<file path="src/rtl/patient_dispatch_scheduler_pkg.sv">
// Shared types for the patient dispatch scheduler: query codes, doctor codes,
// the waiting-queue entry and the doctor-eligibility rule.
package patient_sched_pkg;

  localparam int PSCHED_ID_W = 4;

  typedef enum logic [1:0] {
    Q_GEN    = 2'b00,  // doctor A only
    Q_PREF_A = 2'b01,  // A preferred, else B
    Q_PREF_B = 2'b10,  // B preferred, else A
    Q_SPEC_B = 2'b11   // doctor B only
  } query_t;

  typedef enum logic [1:0] {
    DOC_NONE = 2'b00,
    DOC_A    = 2'b01,
    DOC_B    = 2'b10
  } doc_t;

  typedef struct packed {
    query_t                 query;
    logic [PSCHED_ID_W-1:0] id;
  } entry_t;

  // Picks the doctor a patient with query q may see, given which doctors are free.
  function automatic doc_t pick_doc(query_t q, logic free_a, logic free_b);
    doc_t d;
    d = DOC_NONE;
    case (q)
      Q_GEN:    if (free_a) d = DOC_A;
      Q_PREF_A: begin
        if (free_a)      d = DOC_A;
        else if (free_b) d = DOC_B;
      end
      Q_PREF_B: begin
        if (free_b)      d = DOC_B;
        else if (free_a) d = DOC_A;
      end
      Q_SPEC_B: if (free_b) d = DOC_B;
      default:  d = DOC_NONE;
    endcase
    return d;
  endfunction

endpackage

</file>
<file path="src/rtl/patient_dispatch_scheduler_if.sv">
// Kiosk request handshake and doctor-assignment bus of the dispatch scheduler.
// master = kiosk/display side, slave = scheduler.
interface patient_dispatch_scheduler_if #(
  parameter int ID_W = 4
) ();

  logic [1:0]        req_valid;
  logic [3:0]        req_query;
  logic [2*ID_W-1:0] req_id;
  logic [1:0]        req_ready;
  logic              assign_valid;
  logic [1:0]        assign_doc;
  logic [ID_W-1:0]   assign_id;

  modport master (
    output req_valid, req_query, req_id,
    input  req_ready, assign_valid, assign_doc, assign_id
  );

  modport slave (
    input  req_valid, req_query, req_id,
    output req_ready, assign_valid, assign_doc, assign_id
  );

endinterface

</file>
<file path="src/rtl/patient_dispatch_scheduler_consult_timer.sv">
// Consultation timer for one doctor: loads CONSULT_CYCLES on assignment,
// counts down to zero, can be cleared early by a release. busy = timer != 0.
module consult_timer #(
  parameter int CONSULT_CYCLES = 15
) (
  input  logic clk,
  input  logic rst_n,
  input  logic load,
  input  logic rel,
  output logic busy
);

  localparam int TW = $clog2(CONSULT_CYCLES + 1);

  logic [TW-1:0] timer_d, timer_q;

  // Next timer value: load wins (only issued when idle), then release, then countdown.
  always_comb begin
    timer_d = timer_q;
    if (load)                timer_d = TW'(CONSULT_CYCLES);
    else if (rel)            timer_d = '0;
    else if (timer_q != '0)  timer_d = timer_q - TW'(1);
  end

  // Timer register.
  always_ff @(posedge clk or negedge rst_n) begin
    if (!rst_n) timer_q <= '0;
    else        timer_q <= timer_d;
  end

  assign busy = (timer_q != '0);

endmodule

</file>
<file path="src/rtl/patient_dispatch_scheduler.sv">
// Patient dispatch scheduler: round-robin admission from two kiosks into an
// in-order waiting queue, head-of-queue dispatch onto doctor A or B, and one
// consult_timer per doctor. Optional statistics outputs under `SCHED_STATS_EN.
module patient_dispatch_scheduler
  import patient_sched_pkg::*;
#(
  parameter int DEPTH          = 8,
  parameter int CONSULT_CYCLES = 15,
  parameter int ID_W           = PSCHED_ID_W
) (
  input  logic                     clk,
  input  logic                     rst_n,
  patient_dispatch_scheduler_if.slave bus,
  input  logic [1:0]               doc_release,
  output logic [1:0]               doc_busy,
  output logic [$clog2(DEPTH):0]   q_count,
  output logic                     q_full,
  output logic                     q_empty
`ifdef SCHED_STATS_EN
  ,
  output logic [15:0]              served_a,
  output logic [15:0]              served_b,
  output logic [$clog2(DEPTH):0]   max_occ
`endif
);

  localparam int AW = $clog2(DEPTH);
  localparam int CW = AW + 1;

  typedef struct packed {
    query_t          query;
    logic [ID_W-1:0] id;
  } slot_t;

  slot_t           queue_mem [DEPTH];
  logic [AW-1:0]   wr_ptr_d, wr_ptr_q, rd_ptr_d, rd_ptr_q;
  logic [CW-1:0]   count_d, count_q;
  logic            rr_d, rr_q;          // 0: kiosk0 wins a tie, 1: kiosk1 wins
  logic            assign_valid_d, assign_valid_q;
  doc_t            assign_doc_d, assign_doc_q;
  logic [ID_W-1:0] assign_id_d, assign_id_q;

  logic [1:0]      grant;
  logic            push, pop, push_kiosk, full, empty;
  slot_t           new_slot, head;
  doc_t            pick;

  assign full  = (count_q == CW'(DEPTH));
  assign empty = (count_q == '0);

  // Round-robin grant; nothing is granted while the registered count says full.
  always_comb begin
    // NOTE: every signal written in always_comb gets a default first so no latch is inferred.
    grant = 2'b00;
    if (!full) begin
      case (bus.req_valid)
        2'b01:   grant = 2'b01;
        2'b10:   grant = 2'b10;
        2'b11:   grant = rr_q ? 2'b10 : 2'b01;
        default: grant = 2'b00;
      endcase
    end
  end

  assign push       = |grant;
  assign push_kiosk = grant[1];

  // Entry written on a push, taken from the granted kiosk.
  always_comb begin
    new_slot.query = query_t'(push_kiosk ? bus.req_query[3:2] : bus.req_query[1:0]);
    new_slot.id    = push_kiosk ? bus.req_id[2*ID_W-1:ID_W] : bus.req_id[ID_W-1:0];
  end

  assign head = queue_mem[rd_ptr_q];

  // Dispatch decision on registered state; an ineligible head blocks everything behind it.
  always_comb begin
    pick = DOC_NONE;
    if (!empty) pick = pick_doc(head.query, !doc_busy[0], !doc_busy[1]);
  end

  assign pop = (pick != DOC_NONE);

  // Queue pointers, occupancy, RR pointer and the one-cycle assignment pulse.
  always_comb begin
    wr_ptr_d       = push ? wr_ptr_q + AW'(1) : wr_ptr_q;
    rd_ptr_d       = pop  ? rd_ptr_q + AW'(1) : rd_ptr_q;
    count_d        = count_q + CW'(push) - CW'(pop);
    rr_d           = push ? !push_kiosk : rr_q;
    assign_valid_d = pop;
    assign_doc_d   = pick;
    assign_id_d    = pop ? head.id : '0;
  end

  // Control registers.
  always_ff @(posedge clk or negedge rst_n) begin
    // NOTE: sequential state uses non-blocking assignments so all flops update together.
    if (!rst_n) begin
      wr_ptr_q       <= '0;
      rd_ptr_q       <= '0;
      count_q        <= '0;
      rr_q           <= 1'b0;
      assign_valid_q <= 1'b0;
      assign_doc_q   <= DOC_NONE;
      assign_id_q    <= '0;
    end else begin
      wr_ptr_q       <= wr_ptr_d;
      rd_ptr_q       <= rd_ptr_d;
      count_q        <= count_d;
      rr_q           <= rr_d;
      assign_valid_q <= assign_valid_d;
      assign_doc_q   <= assign_doc_d;
      assign_id_q    <= assign_id_d;
    end
  end

  // Queue storage write port.
  always_ff @(posedge clk) begin
    // NOTE: the storage array is not reset; count and pointers define which slots are valid.
    if (push) queue_mem[wr_ptr_q] <= new_slot;
  end

  consult_timer #(.CONSULT_CYCLES(CONSULT_CYCLES)) u_timer_a (
    .clk   (clk),
    .rst_n (rst_n),
    .load  (pick == DOC_A),
    .rel   (doc_release[0]),
    .busy  (doc_busy[0])
  );

  consult_timer #(.CONSULT_CYCLES(CONSULT_CYCLES)) u_timer_b (
    .clk   (clk),
    .rst_n (rst_n),
    .load  (pick == DOC_B),
    .rel   (doc_release[1]),
    .busy  (doc_busy[1])
  );

  assign bus.req_ready    = grant;
  assign bus.assign_valid = assign_valid_q;
  assign bus.assign_doc   = assign_doc_q;
  assign bus.assign_id    = assign_id_q;
  assign q_count          = count_q;
  assign q_full           = full;
  assign q_empty          = empty;

`ifdef SCHED_STATS_EN
  logic [15:0]   served_a_d, served_a_q, served_b_d, served_b_q;
  logic [CW-1:0] max_occ_d, max_occ_q;

  // Saturating per-doctor assignment counters and peak occupancy.
  always_comb begin
    served_a_d = served_a_q;
    served_b_d = served_b_q;
    if (pick == DOC_A && served_a_q != 16'hFFFF) served_a_d = served_a_q + 16'd1;
    if (pick == DOC_B && served_b_q != 16'hFFFF) served_b_d = served_b_q + 16'd1;
    max_occ_d = (count_d > max_occ_q) ? count_d : max_occ_q;
  end

  // Statistics registers.
  always_ff @(posedge clk or negedge rst_n) begin
    if (!rst_n) begin
      served_a_q <= '0;
      served_b_q <= '0;
      max_occ_q  <= '0;
    end else begin
      served_a_q <= served_a_d;
      served_b_q <= served_b_d;
      max_occ_q  <= max_occ_d;
    end
  end

  assign served_a = served_a_q;
  assign served_b = served_b_q;
  assign max_occ  = max_occ_q;
`endif

endmodule

</file>
<file path="src/flat_wrapper.sv">
// flat-port wrapper written by rule: the top's interface ports become plain ports
module patient_dispatch_scheduler_flat import patient_sched_pkg::*;
#(
  parameter int DEPTH          = 8,
  parameter int CONSULT_CYCLES = 15,
  parameter int ID_W           = PSCHED_ID_W
)
  (clk, rst_n, doc_release, doc_busy, q_count, q_full, q_empty, bus_req_valid, bus_req_query, bus_req_id, bus_req_ready, bus_assign_valid, bus_assign_doc, bus_assign_id);
  patient_dispatch_scheduler_if #(.ID_W(ID_W)) bus_i ();
  input  logic clk;
  input  logic rst_n;
  input  logic [1:0] doc_release;
  output logic [1:0] doc_busy;
  output logic [$clog2(DEPTH):0] q_count;
  output logic q_full;
  output logic q_empty;
  input wire logic [$bits(bus_i.req_valid)-1:0] bus_req_valid;
  input wire logic [$bits(bus_i.req_query)-1:0] bus_req_query;
  input wire logic [$bits(bus_i.req_id)-1:0] bus_req_id;
  output wire logic [$bits(bus_i.req_ready)-1:0] bus_req_ready;
  output wire logic [$bits(bus_i.assign_valid)-1:0] bus_assign_valid;
  output wire logic [$bits(bus_i.assign_doc)-1:0] bus_assign_doc;
  output wire logic [$bits(bus_i.assign_id)-1:0] bus_assign_id;
  assign bus_i.req_valid = bus_req_valid;
  assign bus_i.req_query = bus_req_query;
  assign bus_i.req_id = bus_req_id;
  assign bus_req_ready = bus_i.req_ready;
  assign bus_assign_valid = bus_i.assign_valid;
  assign bus_assign_doc = bus_i.assign_doc;
  assign bus_assign_id = bus_i.assign_id;
  patient_dispatch_scheduler #(.DEPTH(DEPTH), .CONSULT_CYCLES(CONSULT_CYCLES), .ID_W(ID_W)) u_core (.clk(clk), .rst_n(rst_n), .bus(bus_i), .doc_release(doc_release), .doc_busy(doc_busy), .q_count(q_count), .q_full(q_full), .q_empty(q_empty));
endmodule
</file>
<file path="config.mk">
export PLATFORM = sky130hd
export DESIGN_NAME = patient_dispatch_scheduler_flat
export DESIGN_NICKNAME = d
export VERILOG_FILES = /design/src/rtl/patient_dispatch_scheduler_pkg.sv /design/src/rtl/patient_dispatch_scheduler_if.sv /design/src/rtl/patient_dispatch_scheduler_consult_timer.sv /design/src/rtl/patient_dispatch_scheduler.sv /design/src/flat_wrapper.sv
export SDC_FILE = /design/constraint.sdc
export NUM_CORES = 1
export LEC_CHECK = 0
export BUFFER_PORTS_ARGS = -buffer_cell sky130_fd_sc_hd__buf_2
export CAP_MARGIN = 30
export CORE_ASPECT_RATIO = 1.5
export CORE_MARGIN = 10
export CORE_UTILIZATION = 50
export CTS_CLUSTER_DIAMETER = 50
export DETAILED_ROUTE_END_ITERATION = 8
export GPL_ROUTABILITY_DRIVEN = 0
export GPL_TIMING_DRIVEN = 0
export MAX_ROUTING_LAYER = met4
export PLACE_DENSITY = 0.7
export SLEW_MARGIN = 20
export SYNTH_ARGS = -nofsm -noshare
export SYNTH_HDL_FRONTEND = slang
export SYNTH_SLANG_ARGS = --single-unit
</file>
<file path="constraint.sdc">
create_clock -name clk -period 4.6 [get_ports clk]
set_input_delay 0.46 -clock clk [delete_from_list [all_inputs] [get_ports clk]]
set_output_delay 0.46 -clock clk [all_outputs]
set_load 0.005 [all_outputs]
</file>
Yosys cells after proc, flatten, opt, wreduce, memory -nomap -nowiden
Memories as Yosys holds them, arrays and structs flattened.
Cells that the tools add are included.
{"block": "word_totals", "mem_count": 1, "wordCells": 54, "out_inout_bits": 17, "mem_bits_rw": 48, "input_bits": 18, "ff_bits": 26}
{"name": "u_core.queue_mem", "depth": 8, "word_bits": 6, "rd": 1, "rd_ports_with_merged_regs": 0, "wr": 1, "line_no": "patient_dispatch_scheduler.sv:35", "text": "slot_t queue_mem [DEPTH];"}
{"block": "classes", "n_reduce_logical": 9, "n_eq_ne": 9, "addsub": 6, "mux": 20}
{"op": "4-bit 2-to-1 mux", "count": 8}
{"op": "2-bit 2-to-1 mux", "count": 7}
{"op": "2-bit equality test (second input constant)", "count": 5}
{"op": "2-bit one-hot mux with 4 select lines", "count": 1}
{"op": "4-bit nonzero test", "count": 2}
{"op": "4-bit by 1-bit subtractor with 4-bit output (second input constant)", "count": 2}
{"op": "3-bit by 1-bit adder with 3-bit output (second input constant)", "count": 2}
{"op": "2-bit by 1-bit equality test with 1-bit output (second input constant)", "count": 3}
{"op": "2-bit one-hot mux with 3 select lines", "count": 1}
{"op": "3-bit nonzero test", "count": 2}
{"op": "4-bit by 1-bit adder with 4-bit output", "count": 1}
{"op": "4-bit equality test (second input constant)", "count": 1}
{"op": "4-bit zero test", "count": 1}
{"op": "4-bit by 1-bit subtractor with 4-bit output", "count": 1}
{"op": "1-bit 2-to-1 mux", "count": 3}
{"op": "2-bit zero test", "count": 1}
{"op": "2-bit nonzero test", "count": 1}
{"op": "2-bit OR reduction", "count": 1}
{"op": "1-bit zero test", "count": 1}

Longest topological paths before layout
{"block": "logic_depth", "word_depth": 7, "ltp_mapped": 13, "depth_no_buf": 13}

By module
From an unflattened synthesis, not the netlist that was laid out.
{"block": "hier_totals", "hier_cells": 204, "area_unflattened_um2": 3269.4}
{"mod": "patient_dispatch_scheduler", "cells_per_inst": 164, "seq_area_each_um2": 1891.8, "area_each_um2": 2839.0, "instances": 1}
{"mod": "consult_timer", "cells_per_inst": 20, "seq_area_each_um2": 100.1, "area_each_um2": 215.2, "instances": 2}

Least setup slack after synthesis
No wires, ideal clock.
{"block": "synth_path", "kind": "flip-flop to flip-flop", "start": "register u_core.rd_ptr_q[0]", "end": "register u_core.count_q[2] (netlist: u_core.q_count[2])", "stages_incl_launch_ff": 13, "arrival_ns": 2.696, "period_less_slack_ns": 2.818, "n_path_buf": 1, "slack_ns": 1.782, "cell_sequence": "dfrtp_1 -> buf_6 -> mux4_2 -> mux2i_4 -> nand3_1 -> o211ai_4 -> inv_1 -> ha_1 -> inv_1 -> ha_1 -> inv_1 -> fa_1 -> xnor2_1"}
{"block": "synth_via", "elab_chain_len": 6}
{"element": "start, declared", "line_no": "patient_dispatch_scheduler.sv:36", "text": "logic [AW-1:0] wr_ptr_d, wr_ptr_q, rd_ptr_d, rd_ptr_q;"}
{"element": "start signal, assigned", "line_no": "patient_dispatch_scheduler.sv:108", "text": "rd_ptr_q <= rd_ptr_d;"}
{"element": "memory read 8 x 6 bit *"}
{"element": "2-bit equality test (tied with other cells)", "line_no": "patient_dispatch_scheduler_pkg.sv:29", "text": "case (q)"}
{"element": "2-bit one-hot mux with 4 select lines *", "line_no": "patient_dispatch_scheduler_pkg.sv:29"}
{"element": "2-bit 2-to-1 mux *", "line_no": "patient_dispatch_scheduler.sv:79", "text": "if (!empty) pick = pick_doc(head.query, !doc_busy[0], !doc_busy[1]);"}
{"element": "2-bit nonzero test *", "line_no": "patient_dispatch_scheduler.sv:82", "text": "assign pop = (pick != DOC_NONE);"}
{"element": "named net u_core.assign_valid_d", "line_no": "patient_dispatch_scheduler.sv:39", "text": "logic assign_valid_d, assign_valid_q;"}
{"element": "4-bit by 1-bit subtractor with 4-bit output *", "line_no": "patient_dispatch_scheduler.sv:88", "text": "count_d = count_q + CW'(push) - CW'(pop);"}
{"element": "named net u_core.count_d[2]", "line_no": "patient_dispatch_scheduler.sv:37", "text": "logic [CW-1:0] count_d, count_q;"}
{"element": "end signal, assigned", "line_no": "patient_dispatch_scheduler.sv:109", "text": "count_q <= count_d;"}
{"element": "end, declared", "line_no": "patient_dispatch_scheduler.sv:37"}
The timed path passes the listed nets; every way through them passes the cells marked *.
A chain may end at the register's enable or synchronous reset.

Worst setup path in the final report
Ends and elaborated chain as after synthesis.

==> run_summary.xml <==
<?xml version="1.0" encoding="UTF-8"?>
<metrics>
  <group name="power">
    <metric name="switchingPower" unit="uW">863</metric>
    <metric name="internal_power" unit="mW">1.67</metric>
    <metric name="power.sequential.fraction" unit="">0.411</metric>
    <metric name="sw_frac_of_total" unit="">0.340</metric>
    <metric name="worst_ir_drop_vdd" unit="mV">0.287</metric>
    <metric name="comb_power_share" unit="">0.405</metric>
    <metric name="cellLeakagePower" unit="nW">1.57</metric>
    <metric name="clkPwrFrac" unit="">0.184</metric>
    <metric name="total_power_density_per_cell_area" unit="nW/um^2">682</metric>
  </group>
  <group name="floorplanning">
    <metric name="boundaryPins" unit="">35</metric>
    <metric name="rows" unit="">36</metric>
    <metric name="die_y" unit="um">119</metric>
    <metric name="core_region_area" unit="sq um">6440</metric>
    <metric name="initial_utilization" unit="">0.506</metric>
    <metric name="die_area" unit="sq um">10200</metric>
    <metric name="die_span_in_x" unit="um">86.0</metric>
  </group>
  <group name="clocking">
    <metric name="clock_path_buffers" unit="">2</metric>
    <metric name="post_cts_hold_buffer_count" unit="">0</metric>
    <metric name="clk_root_buffer_cell" unit="">sky130_fd_sc_hd__clkbuf_8</metric>
    <metric name="cts.sink_count" unit="">74</metric>
    <metric name="cts_resized" unit="">0</metric>
    <metric name="cts.repair_timing.setup_buffer_count" unit="">0</metric>
    <metric name="cts_htree_levels" unit="">3</metric>
    <metric name="clk_pin_slew" unit="ps">80</metric>
    <metric name="clock_latency" unit="ps">340</metric>
    <metric name="tritoncts_clock_tree" unit="">yes</metric>
    <metric name="cts_inserted_buffers" unit="">9</metric>
  </group>
  <group name="sta">
    <metric name="grt_setup_unrepaired" unit="">no</metric>
    <metric name="max_slew.worst_pin.slew" unit="ps">935</metric>
    <metric name="final-hold-violation-count" unit="">0</metric>
    <metric name="slew_headroom" unit="">0.372</metric>
    <metric name="timing.final.ws_setup" unit="ps">1510</metric>
    <metric name="layout_worst_path_cycle_share" unit="">0.672</metric>
    <metric name="final.setup.tns" unit="ps">0</metric>
    <metric name="finClkSkew" unit="ps">10.7</metric>
    <metric name="hold_ws" unit="ps">109</metric>
    <metric name="finalMaxSlewViolations" unit="">0</metric>
    <metric name="timing.final.crit_period" unit="ps">3090</metric>
    <metric name="clock.fmax" unit="GHz">0.323</metric>
    <metric name="setup_viol" unit="">0</metric>
  </group>
  <group name="layout">
    <metric name="stdcell_area" unit="sq um">3720</metric>
    <metric name="finish.utilization" unit="">0.578</metric>
    <metric name="flow.area_growth_from_synthesis" unit="%">14.0</metric>
    <metric name="post_route_cells_drive_above_1_share" unit="">0.265</metric>
    <metric name="num-fill-cells" unit="">527</metric>
    <metric name="final_net_count" unit="">282</metric>
    <metric name="insertedDiodeCount" unit="">0</metric>
  </group>
  <group name="yosys">
    <metric name="syn_avg_cell_area" unit="sq um">15.8</metric>
    <metric name="synth_enable_flop_cells" unit="">48</metric>
    <metric name="syn-num-nets" unit="">236</metric>
    <metric name="yosys_warnings" unit="">0</metric>
    <metric name="proportion_of_netlist_area_held_by_the_largest_area_contributor" unit="">0.442</metric>
    <metric name="ys_seq_elements" unit="">74</metric>
    <metric name="seq_area_frac_synth" unit="">0.641</metric>
    <metric name="yosys.cell_types.count" unit="">35</metric>
    <metric name="synth_top_cell_by_area" unit="">sky130_fd_sc_hd__edfxtp_1</metric>
    <metric name="synth_commonest_cells" unit="">sky130_fd_sc_hd__edfxtp_1 (48), sky130_fd_sc_hd__dfrtp_1 (26), sky130_fd_sc_hd__inv_1 (21)</metric>
    <metric name="async_flop_share" unit="">0.351</metric>
    <metric name="area_contributors_post_synth" unit="">sky130_fd_sc_hd__edfxtp_1 (44%), sky130_fd_sc_hd__dfrtp_1 (20%), sky130_fd_sc_hd__mux4_1 (8.9%), sky130_fd_sc_hd__ha_1 (4.2%), sky130_fd_sc_hd__inv_1 (2.4%)</metric>
    <metric name="synthCells" unit="">206</metric>
    <metric name="synthMostInstantiatedCell" unit="">sky130_fd_sc_hd__edfxtp_1</metric>
    <metric name="yosys_most_used_dff" unit="">sky130_fd_sc_hd__edfxtp_1</metric>
    <metric name="synth_area" unit="sq um">3260</metric>
  </group>
  <group name="global_route">
    <metric name="number_of_global_route_vias_before_repair" unit="">1891</metric>
    <metric name="grt_start_max_net_pins" unit="">27</metric>
    <metric name="initial_antenna_violation_count" unit="">0</metric>
    <metric name="gr-usage-all-layers" unit="">0.117</metric>
    <metric name="grt_first_pass_wirelength" unit="um">9220</metric>
    <metric name="grt_overflow_total" unit="">0</metric>
  </group>
  <group name="routing">
    <metric name="totalWireLength" unit="um">5260</metric>
    <metric name="detailedRoute.firstIterationViolations" unit="">55</metric>
    <metric name="drt_first_pass_iters" unit="">4</metric>
    <metric name="vias_per_cell" unit="">5.24</metric>
    <metric name="antenna_violating_nets_left" unit="">0</metric>
    <metric name="vias" unit="">1746</metric>
    <metric name="post_route_drc_violation_count" unit="">0</metric>
    <metric name="routedWlPerCell" unit="um">15.8</metric>
  </group>
  <group name="critical_path">
    <metric name="max_stage_delay" unit="ps">550</metric>
    <metric name="critical_path_arrival" unit="ps">3320</metric>
    <metric name="critPathKind" unit="">reg2reg</metric>
    <metric name="worstSetupEndpointType" unit="">flip-flop</metric>
    <metric name="cp_common_cell" unit="">sky130_fd_sc_hd__inv_1</metric>
    <metric name="cpMaxStageDelayCell" unit="">sky130_fd_sc_hd__mux4_2</metric>
    <metric name="setup.reg_to_reg.worst_slack" unit="ps">1510</metric>
    <metric name="start_kind" unit="">flip-flop</metric>
    <metric name="timing.critical_path.cells" unit="">buf_6 -&gt; mux4_2 -&gt; mux2i_4 -&gt; nand3_1 -&gt; o211ai_4 -&gt; inv_1 -&gt; ha_1 -&gt; inv_1 -&gt; ha_1 -&gt; inv_1 -&gt; fa_1 -&gt; xnor2_1</metric>
    <metric name="critical_path_peak_fanout" unit="">10</metric>
    <metric name="critical_path_required" unit="ps">4830</metric>
  </group>
  <group name="hold_path">
    <metric name="worstHoldPathType" unit="">in2async</metric>
  </group>
  <group name="place">
    <metric name="dp.final_hpwl" unit="um">3890</metric>
    <metric name="detailedPlace.worstSlack" unit="ps">1500</metric>
    <metric name="place.port_buffers" unit="">34</metric>
    <metric name="placedInstanceArea" unit="sq um">3530</metric>
  </group>
  <group name="run_status">
    <metric name="run_status" unit="">finished clean</metric>
  </group>
  <group name="run">
    <metric name="max_cap_viol_count" unit="">0</metric>
  </group>
</metrics>
-- worst paths after layout --
check,startpoint,to,depth (start not counted)
hold / removal,rst_n,u_core.bus.assign_doc[1],1
setup reg to reg,u_core.rd_ptr_q[0],u_core.q_count[2],12
max in group asynchronous,rst_n,u_core.rd_ptr_q[2],1
min in group clk,doc_release[0],u_core.u_timer_a.timer_q[3],2
hold reg to reg,u_core.rr_q,u_core.rr_q,1
setup / recovery,u_core.rd_ptr_q[0],u_core.q_count[2],12
-- cell families after synthesis --
group           count (synthesis)  share of synthesized area
flops                          74                      0.641
simple gates                   36                     0.0541
mux                            27                      0.151
buf+inv                        26                     0.0353
compound gates                 22                     0.0460
fa+ha+maj                      12                     0.0483
xor+xnor                        9                     0.0242
-- critical path: cells and delay by family (launching register included) --
kind,cells,cell delay (ps)
fa+ha+maj,3,810
buf+inv,4,420
xor+xnor,1,130
simple gates,1,170
mux,2,760
flops,1,480
compound gates,1,190
-- power groups by stage --
| stage | clock network (mW) | logic [mW] | registers, mW |
|---|---|---|---|
| after floorplan | 0 | 0.813 | 1.04 |
| after global placement | 0 | 1.02 | 1.05 |
| after detailed placement | 0 | 1.05 | 1.06 |
| after CTS | 0.481 | 1.05 | 1.05 |
| after global routing | 0.511 | 1.18 | 1.07 |
| final | 0.465 | 1.03 | 1.04 |
-- registers in the layout (all words and copies together), names as in the netlist --
register	count
u_core.bus.assign_doc	2
u_core.queue_mem	48
u_core.q_count	4
u_core.u_timer_a.timer_q	4
u_core.rd_ptr_q	3
u_core.u_timer_b.timer_q	4
u_core.bus.assign_id	4
u_core.bus.assign_valid	1
u_core.wr_ptr_q	3
u_core.rr_q	1
-- stage by stage --
| stage | cells | power [mW] |
|---|---|---|
| finish | 333 | 2.54 |
| global route | 333 | 2.76 |
| CTS | 332 | 2.58 |
| detailed placement | 316 | 2.11 |
| global placement | 316 | 2.07 |
| floorplan | 206 | 1.85 |
-- placed cells by master, fill, tap and decap left out, types with 2 or more instances in the layout --
cell                       instances
sky130_fd_sc_hd__edfxtp_1         48
sky130_fd_sc_hd__nor2_1           13
sky130_fd_sc_hd__a21o_1            2
sky130_fd_sc_hd__a21oi_1           7
sky130_fd_sc_hd__ha_1             11
sky130_fd_sc_hd__clkbuf_8          9
sky130_fd_sc_hd__or3_1             3
sky130_fd_sc_hd__o21ai_1           4
sky130_fd_sc_hd__inv_6             2
sky130_fd_sc_hd__nor3_1            4
sky130_fd_sc_hd__o21ai_0           4
sky130_fd_sc_hd__buf_4             2
sky130_fd_sc_hd__inv_1            21
sky130_fd_sc_hd__mux2_2            7
sky130_fd_sc_hd__buf_2            37
sky130_fd_sc_hd__nand2_1           6
sky130_fd_sc_hd__xnor2_1           7
sky130_fd_sc_hd__mux2i_1           5
sky130_fd_sc_hd__mux4_1           11
sky130_fd_sc_hd__dfrtp_1          26
sky130_fd_sc_hd__nand3_1           3
sky130_fd_sc_hd__xor2_1            2
sky130_fd_sc_hd__nand2b_1          4
-- final cells by class --
| class | count | area [sq um] | share of cell area |
|---|---|---|---|
| Buffer | 5 | 36.3 | 0.00975 |
| Inverter | 21 | 78.8 | 0.0212 |
| Multi-Input combinational cell | 106 | 1050 | 0.284 |
| Timing Repair Buffer | 35 | 175 | 0.0471 |
| Tap cell | 76 | 95.1 | 0.0256 |
| Clock inverter | 5 | 35.0 | 0.00942 |
| Clock buffer | 11 | 153 | 0.0410 |
| Sequential cell | 74 | 2090 | 0.562 |
-- routing by layer --
layer / global-route usage / part of all wire / vias up
met1: 0.131 / 0.41 / 858
li1: - / - / 851
met2: 0.188 / 0.53 / 30
met5: - / 0 / -
met3: 0.0293 / 0.039 / 7
met4: 0.0589 / 0.016 / 0
No activity file was read; power rests on OpenSTA's default activity.
